===== config.mk =====
export PLATFORM = sky130hd
export DESIGN_NAME = config_chain_loader
export DESIGN_NICKNAME = d
export VERILOG_FILES = /design/src/rtl/config_chain_loader_pkg.sv /design/src/rtl/config_word_serializer.sv /design/src/rtl/config_chain_loader.sv
export SDC_FILE = /design/constraint.sdc
export NUM_CORES = 1
export LEC_CHECK = 0
export ABC_AREA = 1
export CAP_MARGIN = 20
export CORE_ASPECT_RATIO = 1.75
export CORE_MARGIN = 5
export CORE_UTILIZATION = 58
export CTS_BUF_LIST = sky130_fd_sc_hd__clkbuf_16
export CTS_CLUSTER_SIZE = 10
export DETAILED_ROUTE_END_ITERATION = 7
export PLACE_DENSITY = 0.83
export SYNTH_ARGS = -nofsm -noshare
export SYNTH_HDL_FRONTEND = slang
export SYNTH_SLANG_ARGS = --single-unit

===== constraint.sdc =====
create_clock -name clk -period 3.5 [get_ports clk]
set_input_delay 0.7 -clock clk [delete_from_list [all_inputs] [get_ports clk]]
set_output_delay 0.7 -clock clk [all_outputs]
set_load 0.01 [all_outputs]

===== src/rtl/config_chain_loader_pkg.sv =====
// Shared types and constants for the configuration-chain loader: FSM encoding,
// CRC-16-CCITT constants and the per-tile chain length.
package config_pkg;

  typedef enum logic [1:0] {
    ST_IDLE = 2'd0,
    ST_LOAD = 2'd1,
    ST_SET  = 2'd2,
    ST_DONE = 2'd3
  } state_t;

  localparam logic [15:0] CRC_POLY = 16'h1021;
  localparam logic [15:0] CRC_INIT = 16'hFFFF;

  // One MAC tile: 972 interconnect bits + 3 MAC bits.
  localparam int TILE_CHAIN_BITS = 975;

  // Bit-serial CRC-16-CCITT, data bit taken MSB-first.
  function automatic logic [15:0] crc16_step(input logic [15:0] crc, input logic bit_in);
    crc16_step = {crc[14:0], 1'b0} ^ ((crc[15] ^ bit_in) ? CRC_POLY : 16'h0000);
  endfunction

endpackage


===== src/rtl/config_word_serializer.sv =====
// One-word skid buffer feeding a shift register; emits bits MSB-first and
// accepts a new word straight into the shift register when it is free.
module config_word_serializer
  import config_pkg::*;
#(
  parameter int WORD_W = 32
) (
  input  logic              clk,
  input  logic              rst,
  input  logic              i_flush,
  input  logic              i_push,
  input  logic [WORD_W-1:0] i_word,
  input  logic              i_pop,
  output logic              o_buf_full,
  output logic              o_bit_valid,
  output logic              o_bit
);

  localparam int SW = $clog2(WORD_W + 1);

  logic [WORD_W-1:0] r_sr;
  logic [WORD_W-1:0] r_buf;
  logic [SW-1:0]     r_sr_cnt;
  logic              r_buf_full;
  logic              w_sr_free;

  // SR can take a word this cycle if it is empty or its last bit is leaving now.
  assign w_sr_free = (r_sr_cnt == '0) || ((r_sr_cnt == SW'(1)) && i_pop);

  // NOTE: state is assigned with <= only, so every reader sees pre-edge values.
  always_ff @(posedge clk or posedge rst) begin
    if (rst) begin
      r_sr       <= '0;
      r_buf      <= '0;
      r_sr_cnt   <= '0;
      r_buf_full <= 1'b0;
    end else if (i_flush) begin
      r_sr_cnt   <= '0;
      r_buf_full <= 1'b0;
    end else begin
      if (i_pop) begin
        r_sr     <= r_sr << 1;
        r_sr_cnt <= r_sr_cnt - SW'(1);
      end
      if (w_sr_free) begin
        if (r_buf_full) begin
          r_sr       <= r_buf;
          r_sr_cnt   <= SW'(WORD_W);
          r_buf_full <= 1'b0;
        end else if (i_push) begin
          r_sr     <= i_word;
          r_sr_cnt <= SW'(WORD_W);
        end
      end else if (i_push) begin
        r_buf      <= i_word;
        r_buf_full <= 1'b1;
      end
    end
  end

  assign o_buf_full  = r_buf_full;
  assign o_bit_valid = (r_sr_cnt != '0);
  assign o_bit       = r_sr[WORD_W-1];

endmodule


===== src/rtl/config_chain_loader.sv =====
// Serial configuration-chain loader: host words in, CHAIN_LEN bits out, then a
// cset pulse. Define CONFIG_LOADER_CRC_EN to require a trailing CRC-16 word.
module config_chain_loader
  import config_pkg::*;
#(
  parameter int WORD_W      = 32,
  parameter int N_TILES     = 1,
  parameter int CHAIN_LEN   = N_TILES * TILE_CHAIN_BITS,
  parameter int CSET_CYCLES = 2,
  parameter int CNT_W       = $clog2(CHAIN_LEN + 1)
) (
  input  logic              clk,
  input  logic              rst,
  input  logic              start,
  input  logic              abort,
  input  logic [WORD_W-1:0] in_data,
  input  logic              in_valid,
  output logic              in_ready,
  output logic              cfg_shift,
  output logic              cfg_cen,
  output logic              cfg_cset,
  output logic              busy,
  output logic              done,
  output logic              err
);

  localparam int N_WORDS = (CHAIN_LEN + WORD_W - 1) / WORD_W;
`ifdef CONFIG_LOADER_CRC_EN
  localparam int WORD_LIMIT = N_WORDS + 1;
`else
  localparam int WORD_LIMIT = N_WORDS;
`endif
  localparam int WC_W = $clog2(WORD_LIMIT + 1);
  localparam int SC_W = (CSET_CYCLES > 1) ? $clog2(CSET_CYCLES) : 1;

  state_t          r_state;
  logic [CNT_W-1:0] r_rem;
  logic [WC_W-1:0] r_wcnt;
  logic [SC_W-1:0] r_set_cnt;
  logic            r_cset;
  logic            r_done;
  logic            r_busy;

  logic w_accept, w_push, w_pop, w_flush;
  logic w_buf_full, w_bit_valid, w_bit;
  logic w_load_end, w_cset_ok;

  assign in_ready = (r_state == ST_LOAD) && !w_buf_full && (r_wcnt < WC_W'(WORD_LIMIT)) && !abort;
  assign w_accept = in_valid && in_ready;
  assign w_pop    = (r_state == ST_LOAD) && w_bit_valid && (r_rem != '0);
  assign w_flush  = (r_state != ST_LOAD) || abort;

`ifdef CONFIG_LOADER_CRC_EN
  logic [15:0] r_crc;
  logic [15:0] r_crc_exp;
  logic        r_crc_got;
  logic        r_err;
  logic        w_is_crc_word;

  assign w_is_crc_word = w_accept && (r_wcnt == WC_W'(N_WORDS));
  assign w_push        = w_accept && !w_is_crc_word;
  assign w_load_end    = (r_rem == '0) && r_crc_got;
  assign w_cset_ok     = (r_crc == r_crc_exp);

  always_ff @(posedge clk or posedge rst) begin
    if (rst) begin
      r_crc     <= '0;
      r_crc_exp <= '0;
      r_crc_got <= 1'b0;
      r_err     <= 1'b0;
    end else if ((r_state == ST_IDLE) && start) begin
      r_crc     <= CRC_INIT;
      r_crc_got <= 1'b0;
      r_err     <= 1'b0;
    end else begin
      if (w_pop) r_crc <= crc16_step(r_crc, w_bit);
      if (w_is_crc_word) begin
        r_crc_exp <= in_data[15:0];
        r_crc_got <= 1'b1;
      end
      if ((r_state == ST_LOAD) && !abort && w_load_end && !w_cset_ok) r_err <= 1'b1;
    end
  end

  assign err = r_err;
`else
  assign w_push     = w_accept;
  assign w_load_end = w_pop && (r_rem == CNT_W'(1));
  assign w_cset_ok  = 1'b1;
  assign err        = 1'b0;
`endif

  config_word_serializer #(.WORD_W(WORD_W)) u_ser (
    .clk        (clk),
    .rst        (rst),
    .i_flush    (w_flush),
    .i_push     (w_push),
    .i_word     (in_data),
    .i_pop      (w_pop),
    .o_buf_full (w_buf_full),
    .o_bit_valid(w_bit_valid),
    .o_bit      (w_bit)
  );

  always_ff @(posedge clk or posedge rst) begin
    if (rst) begin
      r_state   <= ST_IDLE;
      r_rem     <= '0;
      r_wcnt    <= '0;
      r_set_cnt <= '0;
      r_cset    <= 1'b0;
      r_done    <= 1'b0;
      r_busy    <= 1'b0;
    end else begin
      r_done <= 1'b0;
      case (r_state)
        ST_IDLE: if (start) begin
          r_state <= ST_LOAD;
          r_busy  <= 1'b1;
          r_rem   <= CNT_W'(CHAIN_LEN);
          r_wcnt  <= '0;
        end
        ST_LOAD: if (abort) begin
          r_state <= ST_IDLE;
          r_busy  <= 1'b0;
        end else begin
          if (w_pop)    r_rem  <= r_rem - CNT_W'(1);
          if (w_accept) r_wcnt <= r_wcnt + WC_W'(1);
          if (w_load_end) begin
            r_state   <= ST_SET;
            r_set_cnt <= '0;
            r_cset    <= w_cset_ok;
          end
        end
        ST_SET: if (abort) begin
          r_state <= ST_IDLE;
          r_cset  <= 1'b0;
          r_busy  <= 1'b0;
        end else if (r_set_cnt == SC_W'(CSET_CYCLES - 1)) begin
          r_state <= ST_DONE;
          r_cset  <= 1'b0;
          r_done  <= 1'b1;
        end else begin
          r_set_cnt <= r_set_cnt + SC_W'(1);
        end
        ST_DONE: begin
          r_state <= ST_IDLE;
          r_busy  <= 1'b0;
        end
        default: r_state <= ST_IDLE;
      endcase
    end
  end

  // The chain only ever sees data while a bit is actually being shifted.
  assign cfg_cen   = w_pop;
  assign cfg_shift = w_pop && w_bit;
  assign cfg_cset  = r_cset;
  assign done      = r_done;
  assign busy      = r_busy;

endmodule


==> results of run 1 <==
[report_power, final]
part | internal, µW | total, µW | switching (µW)
Sequential | 1420 | 1670 | 244
Combinational | 545 | 1460 | 915
Clock | 543 | 938 | 395
[cell families after synthesis]
logic type      after synthesis  share of synthesized area, %
compound gates               94                          9.33
xor+xnor                      9                          1.51
fa+ha+maj                     8                          1.92
buf+inv                     105                          9.02
flops                        92                          44.1
other cells                   1                        0.0719
simple gates                402                          34.0
[worst max-delay path, cell delays in order, from the launching register on]
cell and delay, ns:
dfrtp_1 0.41, inv_1 0.12, ha_1 0.25, nand2_1 0.12, inv_1 0.07, nand2_2 0.08, nand2_2 0.18, nor2_1 0.21
clkdlybuf4s50_1 0.57
[layer usage]
metal | GRT usage (%) | up-vias | share of wire, % | wire length, µm
met5 | 0 | - | 0 | 0
met4 | 8.13 | 0 | 1.7 | 197
met3 | 3.99 | 18 | 4.5 | 506
met2 | 40.2 | 101 | 53 | 5960
met1 | 25.2 | 2190 | 41 | 4600
li1 | - | 2311 | - | -
[per-stage QoR]
step | total power, µW | std cells | util (%)
6_report | 4070 | 855 | 68.1
5_1_grt | 4400 | 855 | 68.1
4_1_cts | 4090 | 855 | 68.1
3_5_place_dp | 3140 | 839 | 64.8
3_3_place_gp | 3050 | 839 | 64.8
2_1_floorplan | 2760 | 711 | -
[registers in the layout, indices dropped and copies added (netlist names)]
name and count:
busy 1, cfg_cset 1, done 1, r_rem 10, r_set_cnt 1, r_state 2, r_wcnt 5, u_ser.o_buf_full 1
u_ser.r_buf 32, u_ser.r_sr 32, u_ser.r_sr_cnt 6
[layout by cell type (no fill, tap or decap), drive strengths merged]
cell / synthesis / routed
o21ai: 86 / 86
dfrtp: 92 / 92
nand3b: 1 / 1
nand4: 7 / 7
xor2: 8 / 8
clkbuf: 13 / 9
buf: 29 / 11
nand3: 105 / 105
xnor2: 1 / 1
clkdlybuf4s50: 0 / 42
a21oi: 7 / 7
conb: 1 / 1
nand2: 252 / 252
o22ai: 1 / 1
ha: 8 / 8
inv: 63 / 62
nor3b: 1 / 1
bufinv: 0 / 1
nor2: 33 / 33
clkinv: 0 / 7
nor3: 2 / 2
and3: 1 / 1
[worst paths after layout]
path,cells past startpoint,endpoint,slack [ns]
max in group asynchronous,3,u_ser.r_buf[21],2.34
worst max-delay path,8,cfg_shift,0.43
worst max register to register,13,u_ser.r_sr[17],0.78
worst min-delay path,2,u_ser.r_buf[28],0.48
worst min register to register,2,u_ser.r_buf[28],0.48
min in group asynchronous,3,r_state[0],0.78
[layout make-up]
| type | instances | area (µm²) |
|---|---|---|
| repair buffers | 53 | 528 |
| clock buffers | 9 | 225 |
| multi-input cells | 514 | 2440 |
| flip-flops and latches | 92 | 2300 |
| fillers | 719 | 2790 |
| inverters | 63 | 238 |
| well taps | 117 | 146 |
| clock inverters | 7 | 57.6 |
==> results.toml, run 1 <==
[grt]
grt_pass1_vias = 4513
grt_pass1_wl_um = 19500
track_usage_pct = 22.1
grt_max_degree = 93
antenna_found_initial = 0
overflow = 0

[sta]
timing.fmax_ghz = 0.326
tightest_slew_ns = 0.639
fin_tns_setup_ns = 0
worst_slack_ns = 0.433
clock_skew_ns = 0.00714
relSlewSlack_pct = 57.2
fin_crit_ns = 3.07
finalMaxSlewViolations = 0
rsz0062_at_grt = "no"
fin_crit_sh_pct = 87.6
setup_viol = 0
hold_viol_final = 0
hold_slack_ns = 0.480

[yosys]
syn_avg_cell_area_um2 = 7.34
syn_nets = 756
synth_flop_cell = "dfrtp_1"
syn_area_mm2 = 0.00522
yosysWarnings = 0
yosysUniqueCellTypes = 30
synthMostInstantiatedCell = "nand2_1"
syn_inst = 711
yosys.area.top_type_share_pct = 44.1
synth_top_area_cell = "dfrtp_1"
synth-seq-cells = 92
synthTopCellsByArea = "dfrtp_1 (44%), nand2_1 (18%), nand3_1 (9.9%)"
async_reset_ff_share_pct = 100
netlist_top_cells_count = "nand2_1 (244), nand3_1 (103), dfrtp_1 (92)"
synth-edff-count = 0
synth_seq_area_share_pct = 44.1

[setup_path]
critPathMaxFanout = 14
r2r_start = "r_state[1]"
critPathLaunch = "r_rem[0]"
cp_data_required_time_ns = 2.80
crit_path_end_kind = "output pin"
cp.arrival_ns = 2.37
cp-start-kind = "flop"
crit_type = "reg -> out"

[flow_run]
cap_violations = 0

[die]
die_x_um = 81.7
design.core.area_mm2 = 0.00873
ioPinCount = 44
die_y_um = 135
die_area_mm2 = 0.0111
start_util_pct = 59.8
rows = 45

[status]
status = "completed"

[clock_tree]
hold_buffers = 0
clkSinkCount = 92
cts_root_buffer = "clkbuf_16"
htreeDepth = 3
cts_tree = "yes"
clk_pin_slew_worst_paths_ns = 0.06
insertion_delay_ns = 0.34
ctsLongestPathBuffers = 2
cts_setup_buffers = 0
cts_buffers = 9
cts_resized = 0

[final_layout]
fin_area_mm2 = 0.00594
diodes = 0
nets = 778
synthToLayoutAreaGrowth_pct = 13.9
drive_above_1_share_pct = 7.32

[power]
power.leakage_uw = 0.00288
powerDensity_mw_per_mm2 = 684
ir_drop_mv = 0.413

[routing]
first_pass_iters = 7
drt_iter0_markers = 255
vias = 4620
wire_per_inst_um = 13.2
via_per_inst = 5.40
drc = 0
detail-route-antenna-nets = 0
wl_um = 11300

[hold_path]
hp-class = "reg -> reg"
hp-start = "u_ser.r_buf[28]"

[placement]
preCtsSetupSlack_ns = 0.364
gp_congestion = 0.873
io_buffers = 42
place_area_mm2 = 0.00566
hpwlAfterDp_um = 7650
No activity file was read; power rests on OpenSTA's default activity.
==> run 2: changes to the inputs <==
--- a/config.mk
+++ b/config.mk
@@ -11,6 +11,7 @@
 export CORE_MARGIN = 5
 export CORE_UTILIZATION = 58
 export CTS_BUF_LIST = sky130_fd_sc_hd__clkbuf_16
+export CTS_CLUSTER_DIAMETER = 80
 export CTS_CLUSTER_SIZE = 10
 export DETAILED_ROUTE_END_ITERATION = 7
 export PLACE_DENSITY = 0.83
==> results of run 2 <==
Final layout, timing and power as in run 1 (identical DEF).
==> run 3: changes to the inputs <==
--- a/config.mk
+++ b/config.mk
@@ -7,14 +7,16 @@
 export LEC_CHECK = 0
 export ABC_AREA = 1
 export CAP_MARGIN = 20
+export CELL_PAD_IN_SITES_DETAIL_PLACEMENT = 1
+export CELL_PAD_IN_SITES_GLOBAL_PLACEMENT = 1
 export CORE_ASPECT_RATIO = 1.75
 export CORE_MARGIN = 5
-export CORE_UTILIZATION = 58
+export CORE_UTILIZATION = 46
 export CTS_BUF_LIST = sky130_fd_sc_hd__clkbuf_16
 export CTS_CLUSTER_DIAMETER = 80
 export CTS_CLUSTER_SIZE = 10
 export DETAILED_ROUTE_END_ITERATION = 7
-export PLACE_DENSITY = 0.83
+export PLACE_DENSITY = 0.88
 export SYNTH_ARGS = -nofsm -noshare
 export SYNTH_HDL_FRONTEND = slang
 export SYNTH_SLANG_ARGS = --single-unit
==> constraint.sdc (replaced) <==
create_clock -name clk -period 3.8 [get_ports clk]
set_input_delay 0.76 -clock clk [delete_from_list [all_inputs] [get_ports clk]]
set_output_delay 0.76 -clock clk [all_outputs]
set_load 0.01 [all_outputs]
==> run 3 against run 2 <==
Flip-flop and latch count did not move. Combinational power decreased by 5%. Power fell by 5.8%. Highest routed layer unchanged. Design area rose by 0.15%. Clock power fell by 3.4%. Utilization down 14 points. Wire length is 21% higher. Largest cell class unchanged. Register-to-register slack better by 0.09 ns. Worst setup slack improved by 0.29 ns. Cell count rose by 1.6%. Clock skew increased by 0.0013 ns. Largest power group unchanged. Hold slack improved by 0.0011 ns.
==> results.toml, run 3 (synthesis results as in run 1) <==
[die]
ioPinCount = 44
design.core.area_mm2 = 0.0111
die_y_um = 151
die_area_mm2 = 0.0137
die_x_um = 90.5
start_util_pct = 47.0
rows = 51

[sta]
fin_crit_sh_pct = 81.1
rsz0062_at_grt = "no"
fin_crit_ns = 3.08
hold_viol_final = 0
finalMaxSlewViolations = 0
worst_slack_ns = 0.718
timing.fmax_ghz = 0.324
fin_tns_setup_ns = 0
tightest_slew_ns = 0.918
setup_viol = 0
clock_skew_ns = 0.00849
relSlewSlack_pct = 38.8

[final_layout]
fin_area_mm2 = 0.00595
reg.largest.list = "u_ser.r_buf x32, u_ser.r_sr x32, r_rem x10"
drive_above_1_share_pct = 7.33
final_common_cell = "nand2_1"
nFillCells = 1412
nets = 777
final_cell_mix = "nand2_1 (244), nand3_1 (103), dfrtp_1 (92), o21ai_0 (69), inv_1 (57)"
final_core_util_pct = 53.6
synthToLayoutAreaGrowth_pct = 14.1
diodes = 0

[grt]
antenna_found_initial = 0
overflow = 0
track_usage_pct = 20.6
grt_max_degree = 68
grt_pass1_wl_um = 23300
grt_pass1_vias = 4951

[power]
clock_power_share_pct = 23.7
powerDensity_mw_per_mm2 = 643
switchingPower_uw = 1520
seq_power_share_pct = 40.4
power.leakage_uw = 0.00287
internal-power_uw = 2300
ir_drop_mv = 0.326
p_comb_share_pct = 36.0
swShare_pct = 39.8

[flow_run]
cap_violations = 0

[setup_path]
critPathMaxFanout = 12
crit_path_end_kind = "output pin"
cp-start-kind = "flop"
cpMaxStageDelayCell = "clkdlybuf4s50_1"
crit_type = "reg -> out"
worst-r2r-cell-count = 10
cp_data_required_time_ns = 3.04
critical_path.cell_chain = "inv_1 > ha_1 > nand2_1 > inv_2 > nand2_2 > nor2_1 > clkdlybuf4s50_1"
cp.arrival_ns = 2.32
critPathMaxStageDelay_ns = 0.56

[clock_tree]
insertion_delay_ns = 0.35
ctsLongestPathBuffers = 2
cts_buffers = 9
cts_resized = 0
cts_setup_buffers = 0
htreeDepth = 3
cts_tree = "yes"
clk_pin_slew_worst_paths_ns = 0.06
clkSinkCount = 92
cts_root_buffer = "clkbuf_16"
hold_buffers = 0

[routing]
drt_iter0_markers = 219
wire_per_inst_um = 15.7
drc = 0
first_pass_iters = 4
met1_length_um = 5640
wl_met3_um = 405
vias = 4768
wl_um = 13700
via_per_inst = 5.49
detail-route-antenna-nets = 0
wl_met2_um = 7310
highest_layer = "met4"

[hold_path]
hp-class = "reg -> reg"
whs_path_depth = 2

[status]
status = "completed"

[placement]
gp_congestion = 0.846
place_area_mm2 = 0.00566
io_buffers = 42
preCtsSetupSlack_ns = 0.508
hpwlAfterDp_um = 9300
-- run 3: final cells by class --
type                    instances  area, µm²  share of cell area [%]
multi-input cells             514       2440                    41.1
flip-flops and latches         92       2300                    38.7
repair buffers                 52        508                    8.54
inverters                      63        238                    3.99
clock buffers                   9        225                    3.78
well taps                     132        165                    2.78
clock inverters                 7       67.6                    1.14
-- run 3: metal layers --
metal  up-vias  global-route usage (%)
met5         -                       0
met4         0                    7.00
met3        28                    3.28
met2        83                    37.9
met1      2347                    24.1
li1       2310                       -
-- run 3: path summary, 6_finish.rpt --
| path | slack [ns] | endpoint | startpoint |
|---|---|---|---|
| worst max-delay path | 0.72 | cfg_shift | r_state[1] |
| worst min-delay path | 0.48 | u_ser.r_buf[18] | u_ser.r_buf[18] |
| worst max register to register | 0.87 | u_ser.r_buf[25] | r_state[1] |
| worst min register to register | 0.48 | u_ser.r_buf[18] | u_ser.r_buf[18] |
| max in group asynchronous | 2.18 | r_rem[3] | rst |
| min in group asynchronous | 0.89 | r_wcnt[4] | rst |
-- run 3: stage by stage --
step	power [µW]	hold slack (ns)	instances
2_1_floorplan	2540	0.449	711
3_5_place_dp	2930	0.465	853
6_report	3830	0.481	869
3_3_place_gp	2820	0.463	853
5_1_grt	4130	0.511	869
4_1_cts	3870	0.483	869
-- run 3: worst max-delay path, delay by kind of cell (launching register included) --
kind,cells,cell delay (ns)
AND/OR/NAND/NOR,3,0.37
buffers and inverters,3,0.73
flip-flops,1,0.40
adder cells (fa/ha/maj),1,0.47
-- run 3: power groups by stage --
stage               Clock [µW]  Sequential, µW  Combinational, µW
floorplan                    0            1500               1050
global placement             0            1530               1290
detailed placement           0            1560               1370
CTS                        927            1540               1400
global route               970            1590               1570
finish                     906            1550               1380
